--- config.mk ---
export PLATFORM = sky130hd
export DESIGN_NAME = gmii_tx_sched
export DESIGN_NICKNAME = d
export VERILOG_FILES = /design/src/rtl/gmii_tx_sched.sv
export SDC_FILE = /design/constraint.sdc
export NUM_CORES = 1
export LEC_CHECK = 0
export CORE_ASPECT_RATIO = 1.2
export CORE_MARGIN = 2
export CORE_UTILIZATION = 45
export CTS_CLUSTER_SIZE = 8
export DETAILED_ROUTE_END_ITERATION = 12
export PLACE_DENSITY = 0.7
export REMOVE_ABC_BUFFERS = 1
export SETUP_SLACK_MARGIN = 0.15
export SYNTH_ARGS = -nofsm -noshare
export SYNTH_HDL_FRONTEND = slang
export SYNTH_SLANG_ARGS = --single-unit
--- constraint.sdc ---
create_clock -name tx_clk -period 1.7 [get_ports tx_clk]
set_clock_uncertainty 0.15 [all_clocks]
set_input_delay 0.34 -clock tx_clk [delete_from_list [all_inputs] [get_ports tx_clk]]
set_output_delay 0.34 -clock tx_clk [all_outputs]
set_load 0.005 [all_outputs]
--- src/rtl/gmii_tx_sched.sv ---
`default_nettype none
// ============================================================================
// Module  : gmii_tx_sched
// Brief   : Arbitrates video lines and audio aux blocks onto a GMII transmitter.
// Revision: 1.0
// ============================================================================
module gmii_tx_sched #(
   parameter logic [3:0]  AUD_MAX   = 4'd8,
   parameter logic [3:0]  VIDAX_MAX = 4'd4,
   parameter logic [15:0] AUD_WAIT  = 16'd2000,
   parameter logic [7:0]  START_TO  = 8'd64,
   parameter logic [7:0]  GAP_CYC   = 8'd12
) (
   input  logic        tx_clk,
   input  logic        sys_rst,
   input  logic        vid_ready,
   input  logic [4:0]  aud_level,
   input  logic        tx_en,
   output logic        sched_go,
   output logic [1:0]  pkt_type,
   output logic [3:0]  ade_num,
   output logic        busy,
   output logic        err_start,
   output logic [15:0] pkt_cnt
);

   typedef enum logic [2:0] {
      S_IDLE    = 3'd0,
      S_ISSUE   = 3'd1,
      S_WAIT_EN = 3'd2,
      S_XMIT    = 3'd3,
      S_GAP     = 3'd4
   } state_t;

   localparam logic [1:0] TYPE_VID = 2'b00;
   localparam logic [1:0] TYPE_AUD = 2'b01;
   localparam logic [1:0] TYPE_VAX = 2'b10;

   localparam logic [4:0] AUD_MAX_W   = {1'b0, AUD_MAX};
   localparam logic [4:0] VIDAX_MAX_W = {1'b0, VIDAX_MAX};
   // A zero-length gap still occupies one cycle.
   localparam logic [7:0] GAP_LEN     = (GAP_CYC == 8'd0) ? 8'd1 : GAP_CYC;

   state_t      state_q, state_d;
   logic        sched_go_q, sched_go_d;
   logic        busy_q, busy_d;
   logic [1:0]  pkt_type_q, pkt_type_d;
   logic [3:0]  ade_num_q, ade_num_d;
   logic        err_start_q, err_start_d;
   logic [15:0] pkt_cnt_q, pkt_cnt_d;
   logic [15:0] aud_age_q, aud_age_d;
   logic [7:0]  cyc_cnt_q, cyc_cnt_d;

   logic [4:0]  aud_min;
   logic [4:0]  vax_min;
   logic        aud_pending;
   logic        aud_due;

   always_comb begin
      // Mins are taken at full 5-bit width so levels of 16+ saturate, not wrap.
      aud_min     = (aud_level > AUD_MAX_W)   ? AUD_MAX_W   : aud_level;
      vax_min     = (aud_level > VIDAX_MAX_W) ? VIDAX_MAX_W : aud_level;
      aud_pending = (aud_level != 5'd0);
      aud_due     = aud_pending && ((aud_age_q >= AUD_WAIT) || !vid_ready);

      state_d     = state_q;
      pkt_type_d  = pkt_type_q;
      ade_num_d   = ade_num_q;
      err_start_d = err_start_q;
      pkt_cnt_d   = pkt_cnt_q;
      cyc_cnt_d   = cyc_cnt_q + 8'd1;

      case (state_q)
         S_IDLE: begin
            cyc_cnt_d = 8'd0;
            if (aud_due) begin
               pkt_type_d = TYPE_AUD;
               ade_num_d  = aud_min[3:0];
               state_d    = S_ISSUE;
            end else if (vid_ready) begin
               pkt_type_d = aud_pending ? TYPE_VAX : TYPE_VID;
               ade_num_d  = aud_pending ? vax_min[3:0] : 4'd0;
               state_d    = S_ISSUE;
            end
         end
         S_ISSUE: begin
            cyc_cnt_d = 8'd0;
            state_d   = S_WAIT_EN;
         end
         S_WAIT_EN: begin
            if (tx_en) begin
               cyc_cnt_d = 8'd0;
               state_d   = S_XMIT;
            end else if (cyc_cnt_q == START_TO - 8'd1) begin
               err_start_d = 1'b1;
               state_d     = S_IDLE;
            end
         end
         S_XMIT: begin
            cyc_cnt_d = 8'd0;
            if (!tx_en) begin
               pkt_cnt_d = pkt_cnt_q + 16'd1;
               state_d   = S_GAP;
            end
         end
         S_GAP: begin
            if (cyc_cnt_q == GAP_LEN - 8'd1) begin
               state_d = S_IDLE;
            end
         end
         default: begin
            state_d = S_IDLE;
         end
      endcase

      // Granting aux blocks restarts the audio age, overriding the increment.
      if (!aud_pending) begin
         aud_age_d = 16'd0;
      end else if ((state_q == S_ISSUE) && (pkt_type_q != TYPE_VID)) begin
         aud_age_d = 16'd0;
      end else if (aud_age_q != 16'hFFFF) begin
         aud_age_d = aud_age_q + 16'd1;
      end else begin
         aud_age_d = aud_age_q;
      end

      sched_go_d = (state_d == S_ISSUE);
      busy_d     = (state_d != S_IDLE);
   end

   always_ff @(posedge tx_clk or posedge sys_rst) begin
      if (sys_rst) begin
         state_q     <= S_IDLE;
         sched_go_q  <= 1'b0;
         busy_q      <= 1'b0;
         pkt_type_q  <= TYPE_VID;
         ade_num_q   <= 4'd0;
         err_start_q <= 1'b0;
         pkt_cnt_q   <= 16'd0;
         aud_age_q   <= 16'd0;
         cyc_cnt_q   <= 8'd0;
      end else begin
         state_q     <= state_d;
         sched_go_q  <= sched_go_d;
         busy_q      <= busy_d;
         pkt_type_q  <= pkt_type_d;
         ade_num_q   <= ade_num_d;
         err_start_q <= err_start_d;
         pkt_cnt_q   <= pkt_cnt_d;
         aud_age_q   <= aud_age_d;
         cyc_cnt_q   <= cyc_cnt_d;
      end
   end

   assign sched_go  = sched_go_q;
   assign busy      = busy_q;
   assign pkt_type  = pkt_type_q;
   assign ade_num   = ade_num_q;
   assign err_start = err_start_q;
   assign pkt_cnt   = pkt_cnt_q;

endmodule
`default_nettype wire

* Word-level counts from Yosys, hierarchy flattened *
Cells that the tools add are included.

cells by class
  mux-type cells = 20
  bitwise operators = 1
  reductions and logical operators = 13
  $add $sub $neg = 3
  divide/modulo/power cells = 0
  multiply operators = 0
  equality and inequality tests = 9
  shift-type cells = 0
  magnitude comparators = 3

operator list
  operator                                                number
  two-way mux 16 bit                                      3
  adder 16 x 1 -> 16 bit (second input constant)          2
  two-way mux 4 bit                                       5
  two-way mux 3 bit                                       6
  >= comparator 16 x 11 -> 1 bit (second input constant)  1
  != test 16 bit (second input constant)                  1
  case mux 8 bit (2 select lines)                         1
  case mux 3 bit (5 select lines)                         1
  adder 8 x 1 -> 8 bit (second input constant)            1
  == test 8 x 4 -> 1 bit (second input constant)          1
  == test 8 x 6 -> 1 bit (second input constant)          1
  two-way mux 8 bit                                       1
  == test 3 x 1 -> 1 bit (second input constant)          2
  == test 3 x 2 -> 1 bit (second input constant)          2
  two-way mux 2 bit                                       3
  > comparator 5 x 3 -> 1 bit (second input constant)     1
  > comparator 5 x 4 -> 1 bit (second input constant)     1
  nonzero test 5 bit                                      1
  AND reduction 2 bit                                     2
  nonzero test 2 bit                                      2
  == test 3 bit (second input constant)                   1
  logical NOT 3 bit                                       1
  != test 3 x 1 -> 1 bit (second input constant)          1
  AND reduction 3 bit                                     1
  other kinds (6)                                         7

word-level totals
  latch bits = 0
  bits in writable memories = 0
  output and inout bits = 25
  register bits after elaboration = 52
  input port bits = 9
  memories kept = 0
  ROM bits = 0

* Logic depth before layout (Yosys ltp) *
Gate-level depths: netlist of run 1.

  depth after elaboration = 6
  depth in mapped cells = 6
  gate-level depth less buffers = 5

* Worst setup path before layout of run 1 *
No wires, ideal clock.

  path type = input to register
  start = in aud_level[1]
  end = reg busy_q, in the netlist busy
  arrival time = 1.623 ns
  path slack = -0.204 ns
  stages = 4
  data required time = 1.419 ns
  library setup time = 0.131 ns
  path through = or4_4 -> o31ai_4 -> nand2_2 -> or3_1

between the ends
  word-level cells in the longest chain between the ends = 5

RTL lines
  element                          RTL line  RTL
  from (decl)                      17        input logic [4:0] aud_level,
  nonzero test 5 bit               63        aud_pending = (aud_level != 5'd0);
  logical AND 1 bit                64        aud_due = aud_pending && ((aud_age_q >= AUD_WAIT) || !vid_ready);
  two-way mux 3 bit                76        if (aud_due) begin
  case mux 3 bit (5 select lines)  73        case (state_q)
  via state_d[0]                   44        state_t state_q, state_d;
  nonzero test 3 bit               128       busy_d = (state_d != S_IDLE);
  via busy_d                       46        logic busy_q, busy_d;
  to (signal assigned)             145       busy_q <= busy_d;
  to (decl)                        46

The timed path passes the listed nets, and every way through them passes these cells.
A chain may end at the register's enable or synchronous reset.

* Worst setup path after layout of run 1 *
  start = reg cyc_cnt_q[6]
  end = reg busy_q, in the netlist busy

between the ends
  word-level cells in the longest chain between the ends = 5
  elaborated cells between the ends (all ways) = 7
  classes of those cells = eq/ne: 2; mux: 4; reduce/logical: 1

RTL lines
  element                              RTL line  RTL
  from (decl)                          52        logic [7:0] cyc_cnt_q, cyc_cnt_d;
  from (signal assigned)               151       cyc_cnt_q <= cyc_cnt_d;
  == test 8 x 6 -> 1 bit               94        end else if (cyc_cnt_q == START_TO - 8'd1) begin
  two-way mux 3 bit                    94
  two-way mux 3 bit                    91        if (tx_en) begin
  case mux 3 bit (5 select lines) (*)  73
  via state_d[2]                       44
  nonzero test 3 bit (*)               128
  via busy_d                           46

The timed path passes the listed nets; every way through them passes the cells marked *.

==> key figures, run 1 <==
Status
  • Outcome: finished, violations left
  • Violated checks: setup timing

Critical path
  • Beginning of the worst register-to-register path: cyc_cnt_q[6]
  • Category of the worst setup path capture point: flip-flop
  • Critical path start-end classification: flip-flop to flip-flop
  • Reg2reg end: busy
  • Setup slack, reg-to-reg: -120 ps
  • Worst Reg-to-Reg Cells: 4
  • Worst endpoint data arrival time: 1850 ps
  • Startpoint class of the critical path: flip-flop
  • Critical path peak fanout: 2
  • Required time of the critical path: ~1700 ps

Layout
  • Antenna diode count: 0
  • Fraction of layout cells with a size suffix above 1: about half
  • Area delta synth->final: 65.4%
  • Post-layout nets: a little under 400

Logic synthesis
  • Mean instance size in the synthesized netlist: 10.3 um2
  • Cell type contributing the most total cell area after synthesis: sky130_fd_sc_hd__dfrtp_1
  • Synth cell count leaders: sky130_fd_sc_hd__dfrtp_1 (52), sky130_fd_sc_hd__nand2_1 (19), sky130_fd_sc_hd__nor2_1 (19), sky130_fd_sc_hd__a21oi_1 (13), sky130_fd_sc_hd__xnor2_1 (13)
  • Share of synthesized cell area in and, or, nand and nor gates: 22.3%
  • Cells taking the most area after synthesis: sky130_fd_sc_hd__dfrtp_1 (52%), sky130_fd_sc_hd__xnor2_1 (4.5%), sky130_fd_sc_hd__xor2_1 (3.1%), sky130_fd_sc_hd__nand2_1 (2.8%), sky130_fd_sc_hd__nor2_1 (2.8%)
  • Cell area after technology mapping: 2510 um2
  • Largest family of logic cells by synthesized area: simple AND/OR/NAND/NOR gates
  • Number of library cell types mapped by synthesis: 45
  • Adder-Cell Fraction of Synth Area: under 10%
  • Compound-cell area share of the yosys netlist: ~13%
  • Register bit total from synthesis: 52
  • Synthesized-area fraction occupied by xor and xnor cells: 7.68%
  • Post-synth top flop: sky130_fd_sc_hd__dfrtp_1
  • Count of yosys warnings during synthesis: 0
  • Share of the synthesized area in the top cell type: 51.9%
  • Gate Count Post-Synth: about 240
  • Proportion of synthesized flip-flops having asynchronous set or reset: 100%
  • Seq/Total Area, Yosys: just over 50%
  • Number of enable-type register cells in the synthesized netlist: 0
  • Mux share of post-synthesis cell area: 1.25%
  • Most frequently used cell type in the post-synthesis netlist: sky130_fd_sc_hd__dfrtp_1

Pwr
  • Static leakage: roughly 0.0020 uW
  • Peak supply drop: 0.00112 V
  • Power density of the placed cells: 1110 nW/um2

Worst hold path
  • Type of the worst min-delay path: primary input to flip-flop
  • Instance count along the most critical hold path: 2
  • WHS Endpoint: ade_num[0]
  • Startpoint of the lowest-slack hold path: aud_level[0]

Placed design
  • Estimated wirelength of the detail-placed design: 3.94 mm
  • Buffers added on ports: 33
  • Routability congestion estimate: 0.805
  • Worst-case setup slack after placement: -573 ps

STA
  • Slew at the pin closest to its max-slew limit: roughly 410 ps
  • Achievable Freq: 0.551 GHz
  • Slew Viols, Final: 0
  • Worst setup slack after layout: -115 ps
  • Hold Fails Final Rpt: 0
  • Post-route fraction of the period consumed by the critical path: 107%
  • Relative max-transition margin: 72.2%
  • Final Critical Period: 1820 ps
  • Setup repair after global routing missed its margin: yes
  • Final setup violation count: 13
  • Setup TNS: -528 ps

Routing
  • Average routed wire per standard cell: about 17 um
  • Length of the first detailed-routing pass in iterations: 4
  • Total DRC errors in the routed layout: 0
  • Antenna Violating Nets Remaining: 0
  • Routed vias: 2476
  • DR vias/cell: 5.63
  • Initial DRC Count: 93
  • Routed Wire Length: around 7.4 mm

Global route
  • Maximum number of pins on one net before global-route repair: 53
  • GRT Util Overall: a little under a quarter
  • Global-route wire length before repair: 11.7 mm
  • Number of global-route vias before repair: 2540
  • Initial antenna violation count: 0
  • Congestion Overflow GR: 0

CTS
  • Number of sinks driven by the clock tree: 52
  • Number of buffers created by CTS: 5
  • Clock tree from TritonCTS: done
  • H-tree lvl count: 2
  • CTS Root Cell: sky130_fd_sc_hd__clkbuf_8
  • Buffer depth of the longest clock path: 2
  • # hold bufs at CTS: 0
  • Clock latency on the worst-skew pair: 300 ps
  • Clock input transition at the sequential cells of the worst setup and hold paths: 100 ps

Die
  • Chip Height: 85.8 um
  • Horizontal extent of the die: 72.1 um
  • Initial Util: a little under half
  • CORE AREA: 5330 um2
  • Overall die area: between 6000 and 7000 um2
  • Number of placed I/O pins: 34
  • Number of rows in the core area: 29

Run
  • Number of violations of the max-capacitance limit: 0
-- cells in the final DEF, fill, tap and decap left out, types with 3 or more instances in the layout --
cell type                         count
sky130_fd_sc_hd__xnor2_2              3
sky130_fd_sc_hd__nor2b_1              3
sky130_fd_sc_hd__a21oi_2              7
sky130_fd_sc_hd__or3_1                6
sky130_fd_sc_hd__nand3_1              8
sky130_fd_sc_hd__and3_1               4
sky130_fd_sc_hd__inv_1                5
sky130_fd_sc_hd__dfrtp_1             48
sky130_fd_sc_hd__nand3_4              3
sky130_fd_sc_hd__buf_6               17
sky130_fd_sc_hd__nand4_1              9
sky130_fd_sc_hd__nor2_1              14
sky130_fd_sc_hd__buf_4               80
sky130_fd_sc_hd__nor3_2               7
sky130_fd_sc_hd__clkbuf_8             6
sky130_fd_sc_hd__clkdlybuf4s50_1      3
sky130_fd_sc_hd__a21oi_1              6
sky130_fd_sc_hd__o21ai_1              6
sky130_fd_sc_hd__dfrtp_2              4
sky130_fd_sc_hd__xor2_1               8
sky130_fd_sc_hd__dlygate4sd2_1       26
sky130_fd_sc_hd__and4_1               3
sky130_fd_sc_hd__or4_4                4
sky130_fd_sc_hd__nand2_2              6
sky130_fd_sc_hd__nor2_4               3
sky130_fd_sc_hd__nand2_1             12
sky130_fd_sc_hd__buf_2                3
sky130_fd_sc_hd__xnor2_1             10
-- state kept, by name (all words and copies together) (netlist names) --
register   cells
busy           1
err_start      1
aud_age_q     16
pkt_type       2
pkt_cnt       16
state_q        3
ade_num        4
sched_go       1
cyc_cnt_q      8
-- repair_timing --
| item | CTS | global route |
|---|---|---|
| endpoints found under the hold margin | 0 | 0 |
| resized for setup | 112 | 41 |
| endpoints found under the setup margin | 64 | 43 |
| setup buffers | 43 | 11 |
| gates cloned | 2 | 0 |
| pin swaps | 49 | 21 |
-- report_power, final --
group / switching (uW) / internal [uW]
sequential: 191 / 1490
combinational: 974 / 1200
clock: 403 / 326
-- area by class of cell --
class / count / area, um2
Sequential cell: 52 / 1310
Clock buffer: 6 / 82.6
Clock inverter: 2 / 10.0
Multi-Input combinational cell: 179 / 1530
Fill cell: 326 / 1190
Tap cell: 62 / 77.6
Inverter: 7 / 26.3
Timing Repair Buffer: 132 / 1110
-- per-layer routing --
metal / share of wire [%] / global-route usage [%]
met1: 40 / 29.3
met2: 54 / 41.5
met3: 3.6 / 3.29
met4: 2.3 / 8.58
met5: 0 / 0
-- stage by stage --
| step | utilization (%) | hold slack [ps] | std cells | total power (uW) | cell area [um2] |
|---|---|---|---|---|---|
| after floorplan | - | 294 | 238 | 2350 | 2480 |
| after global placement | 60.5 | 304 | 376 | 3100 | 3230 |
| after detailed placement | 60.5 | 314 | 376 | 3150 | 3230 |
| after CTS | 72.8 | 148 | 429 | 4300 | 3880 |
| after global routing | 77.7 | 183 | 440 | 4840 | 4150 |
| final | 77.7 | 159 | 440 | 4580 | 4150 |
-- worst max path at each step --
stage	startpoint	cells after the start	slack, ps	end
3_3_place_gp	aud_level[1]	5	-560	busy
6_report	cyc_cnt_q[6]	4	-120	busy
3_5_place_dp	aud_level[1]	5	-570	busy
4_1_cts	cyc_cnt_q[6]	4	-110	busy
5_1_grt	cyc_cnt_q[6]	4	-160	busy
2_1_floorplan	state_q[2]	4	-510	pkt_cnt[8]
-- critical path: stages (launching register included) --
cell and delay, ps:
sky130_fd_sc_hd__dfrtp_1 390, sky130_fd_sc_hd__or4_4 530, sky130_fd_sc_hd__nor3_2 140, sky130_fd_sc_hd__o21bai_1 120
sky130_fd_sc_hd__or3_1 380
-- logic make-up after synthesis --
kind of cell	after synthesis
AND/OR/NAND/NOR	104
flip-flops	52
AO/OA/AOI/OAI	46
XOR/XNOR	22
buffers and inverters	12
adder cells (fa/ha/maj)	4
multiplexers	3
(Power assumes the default switching activity.)
==> run 2: changes to the inputs <==
CTS_CLUSTER_SIZE = default   (was 8)
SETUP_SLACK_MARGIN = default   (was 0.15)
==> key figures, run 2 (same netlist as run 1, synthesis figures left out) <==
Layout
  • Most common cell after layout, fill and taps aside: sky130_fd_sc_hd__buf_4
  • Fraction of layout cells with a size suffix above 1: 37.6% (-11 points)
  • Area delta synth->final: 50.0%
  • Antenna diode count: 0 (unchanged)
  • Commonest non-fill, non-tap cells in the layout: sky130_fd_sc_hd__buf_4 (63), sky130_fd_sc_hd__dfrtp_1 (45), sky130_fd_sc_hd__clkdlybuf4s50_1 (22), sky130_fd_sc_hd__nand2_1 (18), sky130_fd_sc_hd__nor2_1 (17)
  • Post-layout nets: 360 (-7.7%)
  • Layout filler cell count: 414 (+27%)

Die
  • Number of placed I/O pins: 34 (unchanged)
  • Overall die area: 6190 um2 (unchanged)
  • Initial Util: 47.0% (unchanged)
  • Horizontal extent of the die: 72.1 um (unchanged)
  • Chip Height: 85.8 um (unchanged)
  • CORE AREA: 5330 um2 (unchanged)
  • Number of rows in the core area: 29 (unchanged)

CTS
  • Number of buffers created by CTS: 5 (unchanged)
  • Buffer depth of the longest clock path: 2 (unchanged)
  • Clock tree from TritonCTS: done
  • Number of sinks driven by the clock tree: 52 (unchanged)
  • CTS Root Cell: sky130_fd_sc_hd__clkbuf_8
  • Clock latency on the worst-skew pair: 300 ps (about the same)
  • H-tree lvl count: 2 (unchanged)
  • Clock input transition at the sequential cells of the worst setup and hold paths: 100 ps (about the same)
  • # hold bufs at CTS: 0 (unchanged)

Global route
  • GRT Util Overall: 20.0% (-3.6 points)
  • Maximum number of pins on one net before global-route repair: 53 (unchanged)
  • Number of global-route vias before repair: 2308 (-9.1%)
  • Congestion Overflow GR: 0 (unchanged)
  • Global-route wire length before repair: 9.97 mm (-14%)
  • Initial antenna violation count: 0 (unchanged)

Worst hold path
  • Type of the worst min-delay path: primary input to async pin

Routing
  • Initial DRC Count: 80 (-14%)
  • Routed vias: 2334 (-5.7%)
  • Length of the first detailed-routing pass in iterations: 4 (unchanged)
  • Antenna Violating Nets Remaining: 0 (unchanged)
  • DR vias/cell: 5.69 (+1.2%)
  • Total DRC errors in the routed layout: 0 (unchanged)
  • Average routed wire per standard cell: 15.3 um (-8.6%)
  • Routed Wire Length: 6.27 mm (-15%)

Placed design
  • Routability congestion estimate: 0.805 (unchanged)
  • Estimated wirelength of the detail-placed design: 3.94 mm (unchanged)
  • Buffers added on ports: 33 (unchanged)

Run
  • Number of violations of the max-capacitance limit: 0 (unchanged)

Critical path
  • Worst endpoint data arrival time: 1830 ps (-20 ps)
  • Required time of the critical path: 1740 ps (about the same)
  • Category of the worst setup path capture point: flip-flop
  • Stage delay of the slowest cell on the critical path: 520 ps (about the same)
  • Critical path peak fanout: 2 (unchanged)
  • Worst-path cell chain: or4_1, nor3_2, o21bai_1, or3_1
  • Beginning of the worst register-to-register path: cyc_cnt_q[5]
  • Startpoint of the most critical setup path: cyc_cnt_q[5]
  • Standard cell with the maximum stage delay on the critical path: sky130_fd_sc_hd__or4_1
  • Startpoint class of the critical path: flip-flop
  • Critical path start-end classification: flip-flop to flip-flop

Pwr
  • Peak supply drop: 0.000789 V (-29%)
  • Power density of the placed cells: 1110 nW/um2 (+0.31%)
  • Static leakage: 0.00174 uW (-13%)

STA
  • Relative max-transition margin: 75.3% (+3.2 points)
  • Worst hold margin: 255 ps (+96.0 ps)
  • Final Critical Period: 1790 ps (-20.8 ps)
  • Worst setup slack after layout: -94.6 ps (+20.8 ps)
  • Post-route fraction of the period consumed by the critical path: 106% (-1.2 points)
  • Slew at the pin closest to its max-slew limit: 367 ps (-47.1 ps)
  • Setup TNS: -427 ps (+101 ps)
  • Achievable Freq: 0.557 GHz (+1.2%)
  • Hold Fails Final Rpt: 0 (unchanged)
  • Final setup violation count: 9 (-4)
  • Setup repair after global routing missed its margin: yes
  • Slew Viols, Final: 0 (unchanged)

Status
  • Violated checks: setup timing
  • Outcome: finished, violations left
## run 2: changes by cell type in the layout (fill, tap and decap cells not counted), sizes merged
cell / change
clkdlybuf4s50: +19
dlymetal6s2s: +4
buf: -33
dlygate4sd2: -20
## run 2: layer usage
metal	part of all wire (%)	GRT usage [%]	wire length, um	up-vias
met3	3.5	2.59	220	9
met4	1.2	5.66	74	0
met5	0	0	0	-
li1	-	-	-	1107
met2	53	35.7	3300	57
met1	43	25.2	2680	1161
## run 2: area by class of cell
type / count / area [um2] / share of cell area (%)
Multi-Input combinational cell: 179 / 1370 / 36.5
Sequential cell: 52 / 1310 / 34.8
Timing Repair Buffer: 102 / 882 / 23.4
Clock buffer: 6 / 82.6 / 2.19
Tap cell: 62 / 77.6 / 2.06
Inverter: 7 / 26.3 / 0.698
Clock inverter: 2 / 10.0 / 0.266
## run 2: worst max-delay path, delay by kind of cell, from the launching register on
kind	cells	cell delay, ps
AOI/OAI and AO/OA	1	110
and+or+nand+nor	3	1030
DFF	1	400
## run 2: through the flow
stage / std cells / instance area (um2) / power [uW] / utilization (%) / setup WS, ps
floorplan: 238 / 2480 / 2350 / - / -505
global placement: 376 / 3230 / 3100 / 60.5 / -560
detailed placement: 376 / 3230 / 3150 / 60.5 / -573
CTS: 399 / 3450 / 3970 / 64.7 / -109
global route: 410 / 3760 / 4440 / 70.5 / -169
finish: 410 / 3760 / 4170 / 70.5 / -94.6
## run 2: path summary, 6_finish.rpt
path	endpoint	slack [ps]	cells after the start
worst max register to register	busy	-90	4
worst min-delay path	pkt_cnt[1]	260	3
min in group tx_clk	ade_num[0]	270	2
max in group asynchronous	pkt_cnt[6]	900	3
worst max-delay path	busy	-90	4
worst min register to register	err_start	330	1
## run 2: where the power goes
part,internal (uW),switching (uW)
sequential,1490,202
combinational,967,801
clock,326,387
## run 2: what timing repair did
item,CTS,global route
gates cloned,0,2
buffers inserted,16,12
endpoints found under the setup margin,40,34
resized for setup,17,64
pin swaps,8,26
==> run 3: changes to the inputs <==
PLACE_DENSITY = 0.67   (was 0.7)
clock period = 2.08 ns   (was 1.7 ns; I/O delays follow)
==> key figures, run 3 (same netlist as run 1, synthesis figures left out) <==
Global route
  • Highest-utilization routing layer at the global route stage: met2
  • Met3 track utilization from global routing: 4.00% (+1.4 points)
  • Maximum number of pins on one net before global-route repair: 53 (unchanged)
  • Number of global-route vias before repair: 1932 (-16%)
  • Routing usage on met1: 22.2% (-3.0 points)
  • Global-route wire length before repair: 8.71 mm (-13%)
  • Initial antenna violation count: 0 (unchanged)
  • Congestion Overflow GR: 0 (unchanged)
  • Grt met2 use: 29.5% (-6.2 points)
  • GRT Util Overall: 17.7% (-2.3 points)

Layout
  • Post-layout nets: 308 (-14%)
  • Fraction of layout cells with a size suffix above 1: 12.2% (-25 points)
  • Layout filler cell count: 474 (+14%)
  • Area delta synth->final: 24.9%
  • Antenna diode count: 0 (unchanged)
  • Most common cell after layout, fill and taps aside: sky130_fd_sc_hd__dfrtp_1
  • Commonest non-fill, non-tap cells in the layout: sky130_fd_sc_hd__dfrtp_1 (52), sky130_fd_sc_hd__clkdlybuf4s50_1 (33), sky130_fd_sc_hd__nor2_1 (19), sky130_fd_sc_hd__nand2_1 (19), sky130_fd_sc_hd__buf_4 (16)

STA
  • Slew at the pin closest to its max-slew limit: 484 ps (+117 ps)
  • Setup repair after global routing missed its margin: no
  • Achievable Freq: 0.496 GHz
  • Slew Viols, Final: 0 (unchanged)
  • Final Critical Period: between 2000 and 2500 ps
  • Relative max-transition margin: 67.5% (-7.8 points)
  • Setup TNS: 0 ps (+427 ps)
  • Hold Fails Final Rpt: 0 (unchanged)
  • Final setup violation count: 0 (-9)
  • Post-route fraction of the period consumed by the critical path: 97.0%

CTS
  • Clock tree from TritonCTS: done
  • Number of sinks driven by the clock tree: 52 (unchanged)
  • CTS Root Cell: sky130_fd_sc_hd__clkbuf_8
  • Clock latency on the worst-skew pair: 310 ps (about the same)
  • Clock input transition at the sequential cells of the worst setup and hold paths: 100 ps (about the same)
  • Number of buffers created by CTS: 5 (unchanged)
  • Buffer depth of the longest clock path: 2 (unchanged)
  • # hold bufs at CTS: 0 (unchanged)
  • H-tree lvl count: 2 (unchanged)

Critical path
  • Worst endpoint data arrival time: 2070 ps (+240 ps)
  • Standard cell with the maximum stage delay on the critical path: sky130_fd_sc_hd__or4_4
  • Stage delay of the slowest cell on the critical path: 580 ps (+60 ps)
  • Startpoint class of the critical path: primary input
  • Worst setup endpoint: busy
  • Critical path start-end classification: primary input to flip-flop
  • Worst Path Buf+Inv: 1 (+1)
  • Required time of the critical path: 2130 ps (+390 ps)
  • Kind of cell adding the most delay to the critical path: simple AND/OR/NAND/NOR gates
  • Critical path peak fanout: 3 (+1)
  • Reg2reg end: busy
  • Beginning of the worst register-to-register path: cyc_cnt_q[5]
  • Category of the worst setup path capture point: flip-flop
  • Startpoint of the most critical setup path: aud_level[1]
  • Number of logic stages on the critical path including buffering: 5 (+1)
  • Worst Reg-to-Reg Cells: 4 (unchanged)
  • Worst-path cell chain: clkdlybuf4s50_1, or4_4, o31ai_4, nand2_2, or3_1
  • Setup slack, reg-to-reg: 150 ps (+240 ps)

Routing
  • Routed vias: 2017 (-14%)
  • Average routed wire per standard cell: 14.1 um (-8.0%)
  • Total DRC errors in the routed layout: 0 (unchanged)
  • Initial DRC Count: 81 (+1.3%)
  • Antenna Violating Nets Remaining: 0 (unchanged)
  • Length of the first detailed-routing pass in iterations: 4 (unchanged)
  • DR vias/cell: 5.63 (-1.0%)
  • Routed Wire Length: 5.04 mm (-20%)

Pwr
  • Static leakage: 0.00134 uW (-23%)
  • Power density of the placed cells: 964 nW/um2 (-13%)
  • Peak supply drop: 0.000617 V (-22%)
  • Power consumption: 3020 uW (-28%)

Die
  • Initial Util: 47.0% (unchanged)
  • CORE AREA: 5330 um2 (unchanged)
  • Number of rows in the core area: 29 (unchanged)
  • Overall die area: 6190 um2 (unchanged)
  • Number of placed I/O pins: 34 (unchanged)
  • Horizontal extent of the die: 72.1 um (unchanged)
  • Chip Height: 85.8 um (unchanged)

Status
  • Outcome: finished clean

Worst hold path
  • Type of the worst min-delay path: primary input to async pin

Placed design
  • Estimated wirelength of the detail-placed design: 3.61 mm (-8.5%)
  • Routability congestion estimate: 0.842 (+4.6%)
  • Buffers added on ports: 33 (unchanged)

Run
  • Number of violations of the max-capacitance limit: 0 (unchanged)
-- run 3: changes by cell type in the layout (fill, tap and decap cells not counted), moves of 5 or more --
| cell | change |
|---|---|
| sky130_fd_sc_hd__dfrtp_2 | -7 |
| sky130_fd_sc_hd__buf_4 | -47 |
| sky130_fd_sc_hd__dfrtp_1 | +7 |
| sky130_fd_sc_hd__clkdlybuf4s50_1 | +11 |
| sky130_fd_sc_hd__buf_6 | -5 |
| sky130_fd_sc_hd__o21ai_0 | +5 |
| sky130_fd_sc_hd__dlygate4sd2_1 | -6 |
-- run 3: through the flow --
stage	util, %	cells	worst slack (ps)	cell area, um2	hold WS, ps
after detailed placement	56.8	350	-270	3030	307
after floorplan	-	238	-125	2480	298
final	58.7	358	62.6	3130	313
after global routing	58.7	358	21.5	3130	336
after global placement	56.8	350	-240	3030	308
after CTS	58.6	358	78.4	3130	315
-- run 3: final cells by class --
cell class	count	area [um2]	share of cell area, %
clock buffers	5	68.8	2.20
clock inverters	3	25.0	0.799
inverters	7	26.3	0.839
multi-input cells	179	1160	37.1
flip-flops and latches	52	1300	41.6
well taps	62	77.6	2.48
repair buffers	50	470	15.0
-- run 3: how the worst min path moves through the flow --
stage                      start      endpoint  slack (ps)
floorplan           cyc_cnt_q[0]  cyc_cnt_q[0]         300
global placement     pkt_cnt[15]   pkt_cnt[15]         310
detailed placement   pkt_cnt[15]   pkt_cnt[15]         310
CTS                      sys_rst    pkt_cnt[1]         310
global route             sys_rst    ade_num[0]         340
finish                   sys_rst   pkt_cnt[15]         310
-- run 3: repair_timing --
item                                    4_1_cts  5_1_grt
hold endpoints to repair                      0        0
buffers inserted                              0        0
endpoints found under the setup margin        0        7
gates resized for setup                       0        1
-- run 3: routing by layer --
metal	wire length, um	vias to the layer above
li1	-	998
met1	2280	972
met2	2470	41
met3	204	6
met4	82	0
met5	0	-
-- run 3: power by group --
group	switching, uW	internal (uW)	total (uW)
sequential	209	1210	1420
clock	351	246	597
combinational	456	545	1000
-- run 3: worst reg2reg max path, stage by stage (launching register included) --
cell and delay, ps:
sky130_fd_sc_hd__dfrtp_1 460, sky130_fd_sc_hd__or4_1 520, sky130_fd_sc_hd__nor3_1 230, sky130_fd_sc_hd__o21bai_1 120, sky130_fd_sc_hd__or3_1 340
